### config.mk
export PLATFORM = sky130hd
export DESIGN_NAME = phase_sequencer
export DESIGN_NICKNAME = d
export VERILOG_FILES = /design/src/rtl/phase_sequencer.sv
export SDC_FILE = /design/constraint.sdc
export NUM_CORES = 1
export LEC_CHECK = 0
export CORE_ASPECT_RATIO = 0.5
export CORE_UTILIZATION = 39
export DETAILED_ROUTE_END_ITERATION = 8
export PLACE_DENSITY = 0.76
export SYNTH_ARGS = -nofsm -noshare
export SYNTH_HDL_FRONTEND = slang
export SYNTH_SLANG_ARGS = --single-unit
### constraint.sdc
create_clock -name clk -period 1.9 [get_ports clk]
set_input_delay 0.475 -clock clk [delete_from_list [all_inputs] [get_ports clk]]
set_output_delay 0.475 -clock clk [all_outputs]
set_load 0.005 [all_outputs]
### src/rtl/phase_sequencer.sv
// Five-phase instruction sequencer. It steps a one-hot phase vector P1..P5,
// counts completed instructions, and supports stall, stop, single-step and
// halt control. Every output is registered.
//
//   state | meaning
//   ------+-----------------------------------------------------------------
//   IDLE  | not executing; fase = 0; waits for start
//   RUN   | executing; fase rotates P1..P5 unless stalled
//   STEP  | single-step pause after an instruction; fase = 0; waits for step_req
//   HALT  | datapath requested halt at a boundary; halted = 1; waits for start
module phase_sequencer #(
  parameter int CNT_W = 16
) (
  input  logic             clk,
  input  logic             rst,
  input  logic             start,
  input  logic             stop,
  input  logic             step_mode,
  input  logic             step_req,
  input  logic             stall,
  input  logic             halt,
  output logic [4:0]       fase,
  output logic             running,
  output logic             halted,
  output logic             cycle_done,
  output logic [CNT_W-1:0] instr_count
);

  localparam logic [1:0] S_IDLE = 2'd0;
  localparam logic [1:0] S_RUN  = 2'd1;
  localparam logic [1:0] S_STEP = 2'd2;
  localparam logic [1:0] S_HALT = 2'd3;

  localparam logic [4:0] PH_P1   = 5'b00001;
  localparam logic [4:0] PH_NONE = 5'b00000;

  logic [1:0] state;
  logic       stop_pending;
  logic       stop_eff;

  // A stop raised in the P5 cycle itself is honoured at that same boundary.
  assign stop_eff = stop_pending | stop;

  // Sequencer state, phase rotation, boundary decision and instruction count.
  always_ff @(posedge clk or posedge rst) begin
    if (rst) begin
      state        <= S_IDLE;
      fase         <= PH_NONE;
      running      <= 1'b0;
      halted       <= 1'b0;
      cycle_done   <= 1'b0;
      instr_count  <= '0;
      stop_pending <= 1'b0;
    end else begin
      cycle_done <= 1'b0;
      case (state)
        S_IDLE: begin
          // stop is ignored here, so start+stop together simply starts.
          if (start) begin
            state   <= S_RUN;
            fase    <= PH_P1;
            running <= 1'b1;
          end
        end

        S_RUN: begin
          if (stop) stop_pending <= 1'b1;
          if (!stall) begin
            if (fase[4]) begin
              cycle_done  <= 1'b1;
              instr_count <= instr_count + CNT_W'(1);
              if (halt) begin
                state   <= S_HALT;
                fase    <= PH_NONE;
                running <= 1'b0;
                halted  <= 1'b1;
              end else if (stop_eff) begin
                state        <= S_IDLE;
                fase         <= PH_NONE;
                running      <= 1'b0;
                stop_pending <= 1'b0;
              end else if (step_mode) begin
                state   <= S_STEP;
                fase    <= PH_NONE;
                running <= 1'b0;
              end else begin
                fase <= PH_P1;
              end
            end else begin
              fase <= fase << 1;
            end
          end
        end

        S_STEP: begin
          if (stop) begin
            state        <= S_IDLE;
            stop_pending <= 1'b0;
          end else if (step_req || !step_mode) begin
            state   <= S_RUN;
            fase    <= PH_P1;
            running <= 1'b1;
          end
        end

        S_HALT: begin
          if (start) begin
            state   <= S_RUN;
            fase    <= PH_P1;
            running <= 1'b1;
            halted  <= 1'b0;
          end
        end

        default: begin
          state   <= S_IDLE;
          fase    <= PH_NONE;
          running <= 1'b0;
          halted  <= 1'b0;
        end
      endcase
    end
  end

endmodule

# --- Word level (Yosys, flattened, before mapping) ---
# Index checks and enable logic that the tools add are counted.
totals:
  ff_bits: 27
  out_inout_bits: 24
op_classes:
  addsub: 1
  n_eq_ne: 13
  n_mux: 42
  bitwise: 2
  n_reduce_logical: 12
ops:
  columns: ["cell", "count"]
  rows:
  - ["$mux 5", 5]
  - ["$mux 1", 24]
  - ["$add 16x1->16 const B", 1]
  - ["$mux 2", 8]
  - ["$pmux 5 s3", 1]
  - ["$ne 2x2->1 const B", 7]
  - ["$reduce_and 5->1", 2]
  - ["$pmux 2 s3", 1]
  - ["$reduce_and 6->1", 1]
  - ["$eq 2x2->1 const B", 2]
  - ["$ne 4x4->1 const B", 1]
  - ["$pmux 1 s2", 2]
  - ["$reduce_and 4->1", 1]
  - ["$reduce_bool 2->1", 2]
  - ["$ne 3x3->1 const B", 1]
  - ["$pmux 1 s3", 1]
  - ["$reduce_and 3->1", 1]
  - ["$eq 2x1->1 const B", 1]
  - ["$logic_not 2->1", 1]
  - ["$ne 2x1->1 const B", 1]
  - ["$reduce_and 2->1", 1]
  - ["$reduce_or 2->1", 1]
  - ["$logic_not 1->1", 1]
  - ["$logic_or 1x1->1", 1]
  - ["2 further kinds", 2]

# --- Depth between registers and ports, before layout ---
# Gate-level depths: netlist of run 1.
depth:
  word_depth: 6
  ltp_mapped: 8

# --- Worst setup path after synthesis of run 1 ---
# No wires, ideal clock.
synth_timing:
  path_type: "register to register"
  startpoint: "register state[0]"
  endpoint: "register fase[0]"
  setup_ns: 0.118
  t_arrival_ns: 1.460
  required_ns: 1.782
  slack_ns: 0.322
  path_stages_with_launch: 8
  n_path_buf: 1
  period_less_slack_ns: 1.578
  cell_sequence: "dfrtp_1 -> inv_1 -> ha_1 -> inv_1 -> o2111ai_1 -> clkbuf_1 -> a21oi_1 -> a21o_1"
synth_between:
  elab_chain_cells: 4
  elab_cells_between_ends: 11
  classes_between: "7 x eq/ne; 1 x mux; 3 x reduce/logical"
synth_lines:
  columns: ["element", "line_no", "text"]
  rows:
  - ["start, declared", "37", "logic [1:0] state;"]
  - ["start signal, assigned", "47", "state <= S_IDLE;"]
  - ["start signal, assigned", "60", "state <= S_RUN;"]
  - ["start signal, assigned", "73", "state <= S_HALT;"]
  - ["$eq 2x2->1 / $logic_not 2->1 (equally long branches)", "56", "case (state)"]
  - ["$reduce_or 2->1 (no source line)", null, null]
  - ["$ne 2x1->1 (no source line)", null, null]
  - ["$reduce_and 4->1 (no source line)", null, null]
  - ["end signal, assigned", "90", "fase <= fase << 1;"]
  - ["end, declared", "22", "output logic [4:0] fase,"]
# Parallel ways exist; a longest one is shown, timed or not.
# A chain may end at the register's enable or synchronous reset.

# --- Worst setup path in the final report of run 1 ---
layout_timing:
  startpoint: "register fase[4]"
  endpoint: "output fase[4]"
# No word-level cell between the ends.

==> flow_metrics.tcl, run 1 <==
set metrics [dict create \
    place_area_sq_um 1820 \
    post_drt_via_cell_ratio 4.77 \
    top_layer "met4" \
    synth_enable_flop_cells 0 \
    crit_chain "clkdlybuf4s50_1" \
    fp-row-count 14 \
    syn_to_final_growth_pct 34.3 \
    postSynth.topFlopCell "dfrtp_1" \
    worst_slew_margin_rel 0.770 \
    crit_end "fase[4]" \
    wl_met1_um 1220 \
    dp_hpwl_um 1990 \
    clock_sinks 27 \
    wl_per_cell_um 11.6 \
    synth_top_area_cell "dfrtp_1" \
    drt_iter0_drc 43 \
    r2r-start "state[1]$_DFFE_PP0P_" \
    grt_pass1_vias 1031 \
    gr-total-overflow 0 \
    syn_area_sq_um 1390 \
    met3_length_um 74 \
    postSynthCellCount 131 \
    worstPathMaxFanout 7 \
    hold_path.class "flip-flop to flip-flop" \
    rsz0062_at_grt "no" \
    finClkSkew_ns 0.00297 \
    grt.total_usage 0.155 \
    synth-async-reset-ratio 1.00 \
    pre_cts_ws_ns -0.0708 \
    post_cts_resize_count 0 \
    port_buffers 31 \
    setup_viol 0 \
    cts_setup_buffers 0 \
    clkTransAtPathRegs_ns 0.09 \
    htreeDepth 1 \
    cp_num_buf_inv 1 \
    clock_latency_ns 0.27 \
    placed_cells 217 \
    fin_nets 188 \
    numCtsBuffers 3 \
    ys_ff_latch 27 \
    cts_root_buffer "clkbuf_8" \
    critPathLaunch "fase[4]$_DFFE_PP0P_" \
    die_x_um 86.3 \
    arrival_ns 1.33 \
    final_cells 221 \
    rrSetupSlack_ns 0.21 \
    worst_pin_slew_ns 0.346 \
    p_per_area_nw_per_um2 969 \
    avgSynthCellArea_sq_um 10.6 \
    hp-start "instr_count[15]$_DFFE_PP0P_" \
    cap_viol_max_count 0 \
    ys_types 38 \
    maxSlewViolCount 0 \
    synth_nets 145 \
    antenna_found_initial 0 \
    drc 0 \
    core_area_sq_um 3190 \
    start_util 0.435 \
    grt_pass1_wl_um 4640 \
    start_kind "flip-flop" \
    power.leakage_nw 0.903 \
    ios 32 \
    finalHoldViolCount 0 \
    cts_hold_buf 0 \
    status "complete, no violations" \
    stdcell_area_sq_um 1860 \
    holdWs_ns 0.471 \
    ys_seq_area_frac 0.487 \
    critical_path.top_delay_family "buffers and inverters" \
    route.met2.wl_um 1260 \
    final_layout_size_suffix_gt1_frac 0.133 \
    clock_path_buffers 2 \
    min_period_over_period 0.950 \
    grt_max_degree 28 \
    finalCriticalPeriod_ns 1.81 \
    n_antenna_cell 0 \
    ff2ff_path_depth 6 \
    max_stage_delay_ns 0.56 \
    endpoint_kind "output port" \
    cts_tree "done" \
    r2r-end "instr_count[14]$_DFFE_PP0P_" \
    gp_congestion 0.885 \
    max-vdd-ir-drop_mv 0.483 \
    critPathRequiredTime_ns 1.42 \
    routed_wl_um 2570 \
    yosys_warnings 0 \
    cp_slowest_cell "clkdlybuf4s50_1" \
    power_w 0.00180 \
    fmax_mhz 554 \
    vias 1055 \
    worst_slack_ns 0.0943 \
    drtPass1Iterations 4 \
    path_depth 1 \
    critPathKind "flip-flop to output port" \
    synthTopCellsByArea "dfrtp_1, xnor2_1, ha_1, nand2_1, inv_1" \
    dieArea_sq_um 3810 \
    die_y_um 44.2 \
    yosys.area.top_type_share 0.487 \
    ant_nets 0 \
]
==> per-stage QoR <==
step | utilization | setup TNS, ns
2_1_floorplan | - | 0
3_3_place_gp | 0.569 | -0.0208
3_5_place_dp | 0.569 | -0.0970
4_1_cts | 0.584 | 0
5_1_grt | 0.584 | 0
6_report | 0.584 | 0
==> layout make-up <==
cell class	count	area (sq um)
tap	48	60.1
clock inverter	1	5.00
inverter	12	45.0
fill	270	1330
sequential	27	676
timing repair buffer	40	378
clock buffer	3	41.3
multi-input combinational	90	657
==> cell usage after synthesis, types with 3 or more instances <==
| master | instances |
|---|---|
| o21ai_0 | 6 |
| xnor2_1 | 9 |
| and3_1 | 3 |
| inv_1 | 12 |
| xor2_1 | 5 |
| nor2_1 | 7 |
| nand4_1 | 5 |
| nand2_1 | 18 |
| dfrtp_1 | 27 |
| ha_1 | 6 |
| nand3_1 | 3 |
==> metal layers <==
| layer | vias up | track usage |
|---|---|---|
| li1 | 528 | - |
| met1 | 506 | 0.200 |
| met2 | 19 | 0.278 |
| met3 | 2 | 0.0392 |
| met4 | 0 | 0.0200 |
| met5 | - | 0 |
==> logic make-up after synthesis <==
group | after synthesis | share of synthesized area
mux | 4 | 0.0334
flops | 27 | 0.487
fa+ha+maj | 6 | 0.0542
xor+xnor | 15 | 0.100
simple gates | 47 | 0.200
compound gates | 18 | 0.0857
buf+inv | 14 | 0.0388
==> worst min-delay path by stage <==
stage	end	slack [ns]	cells after the start
floorplan	instr_count[15]$_DFFE_PP0P_	0.47	1
global placement	instr_count[15]$_DFFE_PP0P_	0.46	1
detailed placement	instr_count[15]$_DFFE_PP0P_	0.47	1
global route	instr_count[15]$_DFFE_PP0P_	0.50	1
finish	instr_count[15]$_DFFE_PP0P_	0.47	1
CTS	instr_count[15]$_DFFE_PP0P_	0.48	1
==> cells in the final DEF (no fill, tap or decap), drive strengths merged, types with 3 or more instances in the layout <==
cell | Yosys | final
clkdlybuf4s50 | 0 | 31
dfrtp | 27 | 27
nand2 | 18 | 18
inv | 12 | 12
xnor2 | 9 | 9
buf | 1 | 9
nor2 | 7 | 7
o21ai | 7 | 7
ha | 6 | 6
xor2 | 6 | 6
nand4 | 5 | 5
and3 | 3 | 3
nand3 | 3 | 3
clkbuf | 1 | 3
==> flip-flops by register name, summed over array words and instances (netlist names) <==
register,count
stop_pending,1
running,1
fase,5
instr_count,16
halted,1
state,2
cycle_done,1
==> where the power goes <==
| part | internal [W] | switching, W |
|---|---|---|
| clock network | 0.000147 | 0.000169 |
| registers | 0.000667 | 0.0000848 |
| logic | 0.000401 | 0.000337 |
Note: power is estimated with default switching activity, not from simulation.
==> run 2, diff against run 1 <==
--- a/config.mk
+++ b/config.mk
@@ -5,7 +5,7 @@
 export SDC_FILE = /design/constraint.sdc
 export NUM_CORES = 1
 export LEC_CHECK = 0
-export CORE_ASPECT_RATIO = 0.5
+export CORE_ASPECT_RATIO = 2
 export CORE_UTILIZATION = 39
 export DETAILED_ROUTE_END_ITERATION = 8
 export PLACE_DENSITY = 0.76
==> flow_metrics.tcl, run 2 (synthesized netlist as in run 1, its figures left out) <==
set metrics [dict create \
    wl_met1_um 1070 \
    max-vdd-ir-drop_mv 0.670 \
    cp_slowest_cell "clkdlybuf4s50_1" \
    place_area_sq_um 1800 \
    top_layer "met4" \
    cp_num_buf_inv 1 \
    antenna_found_initial 0 \
    max_stage_delay_ns 0.57 \
    drc 3 \
    pre_cts_ws_ns -0.117 \
    clock_sinks 27 \
    finalCriticalPeriod_ns 1.84 \
    grt.total_usage 0.175 \
    grt_pass1_vias 1171 \
    finalHoldViolCount 0 \
    cap_viol_max_count 0 \
    setup_viol 0 \
    finClkSkew_ns 0.00608 \
    final_cell_mix "clkdlybuf4s50_1, dfrtp_1, nand2_1" \
    gp_congestion 0.875 \
    ant_nets 0 \
    core_area_sq_um 3380 \
    start_util 0.410 \
    endpoint_kind "output port" \
    status "finished with violations" \
    rsz0062_at_grt "no" \
    grt_pass1_wl_um 5130 \
    fin_nets 188 \
    dieArea_sq_um 3810 \
    gr-total-overflow 0 \
    p_per_area_nw_per_um2 986 \
    grt_max_degree 28 \
    clock_path_buffers 2 \
    cts_tree "done" \
    arrival_ns 1.36 \
    power.leakage_nw 0.904 \
    final_layout_size_suffix_gt1_frac 0.133 \
    cts_root_buffer "clkbuf_8" \
    n_antenna_cell 0 \
    port_buffers 31 \
    stdcell_area_sq_um 1840 \
    cts_hold_buf 0 \
    post_cts_resize_count 0 \
    drt_iter0_drc 20 \
    start_kind "flip-flop" \
    die_x_um 44.2 \
    drtPass1Iterations 8 \
    violations "design-rule violations" \
    met3_length_um 86 \
    worstPathMaxFanout 7 \
    fmax_mhz 544 \
    clkTransAtPathRegs_ns 0.09 \
    die_y_um 86.3 \
    critPathKind "flip-flop to output port" \
    crit_chain "clkdlybuf4s50_1" \
    routed_wl_um 2840 \
    fp-row-count 30 \
    holdWs_ns 0.490 \
    numCtsBuffers 3 \
    critPathRequiredTime_ns 1.42 \
    critical_path.top_delay_family "buffers and inverters" \
    min_period_over_period 0.968 \
    hold_path.class "flip-flop to flip-flop" \
    maxSlewViolCount 0 \
    worst_slack_ns 0.0602 \
    power_w 0.00182 \
    reg_top3 "instr_count (16), fase (5), state (2)" \
    ios 32 \
    vias 1113 \
    worst_slew_margin_rel 0.768 \
    syn_to_final_growth_pct 32.9 \
    worst_pin_slew_ns 0.348 \
    post_drt_via_cell_ratio 5.43 \
    dp_hpwl_um 2240 \
    htreeDepth 1 \
    wl_per_cell_um 13.8 \
    clock_latency_ns 0.27 \
    largest-register "instr_count" \
    cts_setup_buffers 0 \
    route.met2.wl_um 1590 \
    largest_register_ffs 16 \
    final_common_cell "clkdlybuf4s50_1" \
]
==> run 2: routing by layer <==
layer / vias up / global-route usage
met2: 30 / 0.320
met5: - / 0
met1: 544 / 0.194
li1: 530 / -
met3: 9 / 0.0208
met4: 0 / 0.0771
==> run 2: cell type report <==
class                      instances  area (sq um)
inverter                          12          45.0
multi-input combinational         90           657
clock buffer                       3          41.3
clock inverter                     1          5.00
timing repair buffer              40           378
sequential                        27           676
tap                               32          40.0
fill                             313          1540
==> run 2: final timing paths <==
check | start | endpoint | slack, ns | cells after the start
max in group asynchronous | rst | halted$_DFFE_PP0P_ | 1.09 | 3
min in group asynchronous | rst | fase[4]$_DFFE_PP0P_ | 0.55 | 3
max | fase[4]$_DFFE_PP0P_ | fase[4] | 0.06 | 1
min reg2reg | instr_count[15]$_DFFE_PP0P_ | instr_count[15]$_DFFE_PP0P_ | 0.49 | 1
max reg2reg | state[1]$_DFFE_PP0P_ | instr_count[14]$_DFFE_PP0P_ | 0.24 | 6
min | instr_count[15]$_DFFE_PP0P_ | instr_count[15]$_DFFE_PP0P_ | 0.49 | 1
==> run 2: stage by stage <==
step                setup TNS (ns)  cells   util
detailed placement          -0.246    201  0.531
CTS                              0    205  0.545
global placement          -0.00749    201  0.531
floorplan                        0    131      -
global route                     0    205  0.545
finish                           0    205  0.545
==> run 2: where the power goes <==
group          switching [W]  leakage [nW]  internal, W
Sequential         0.0000906         0.358     0.000667
Combinational       0.000346         0.520     0.000393
Clock               0.000174        0.0255     0.000147
Total               0.000610         0.904      0.00121
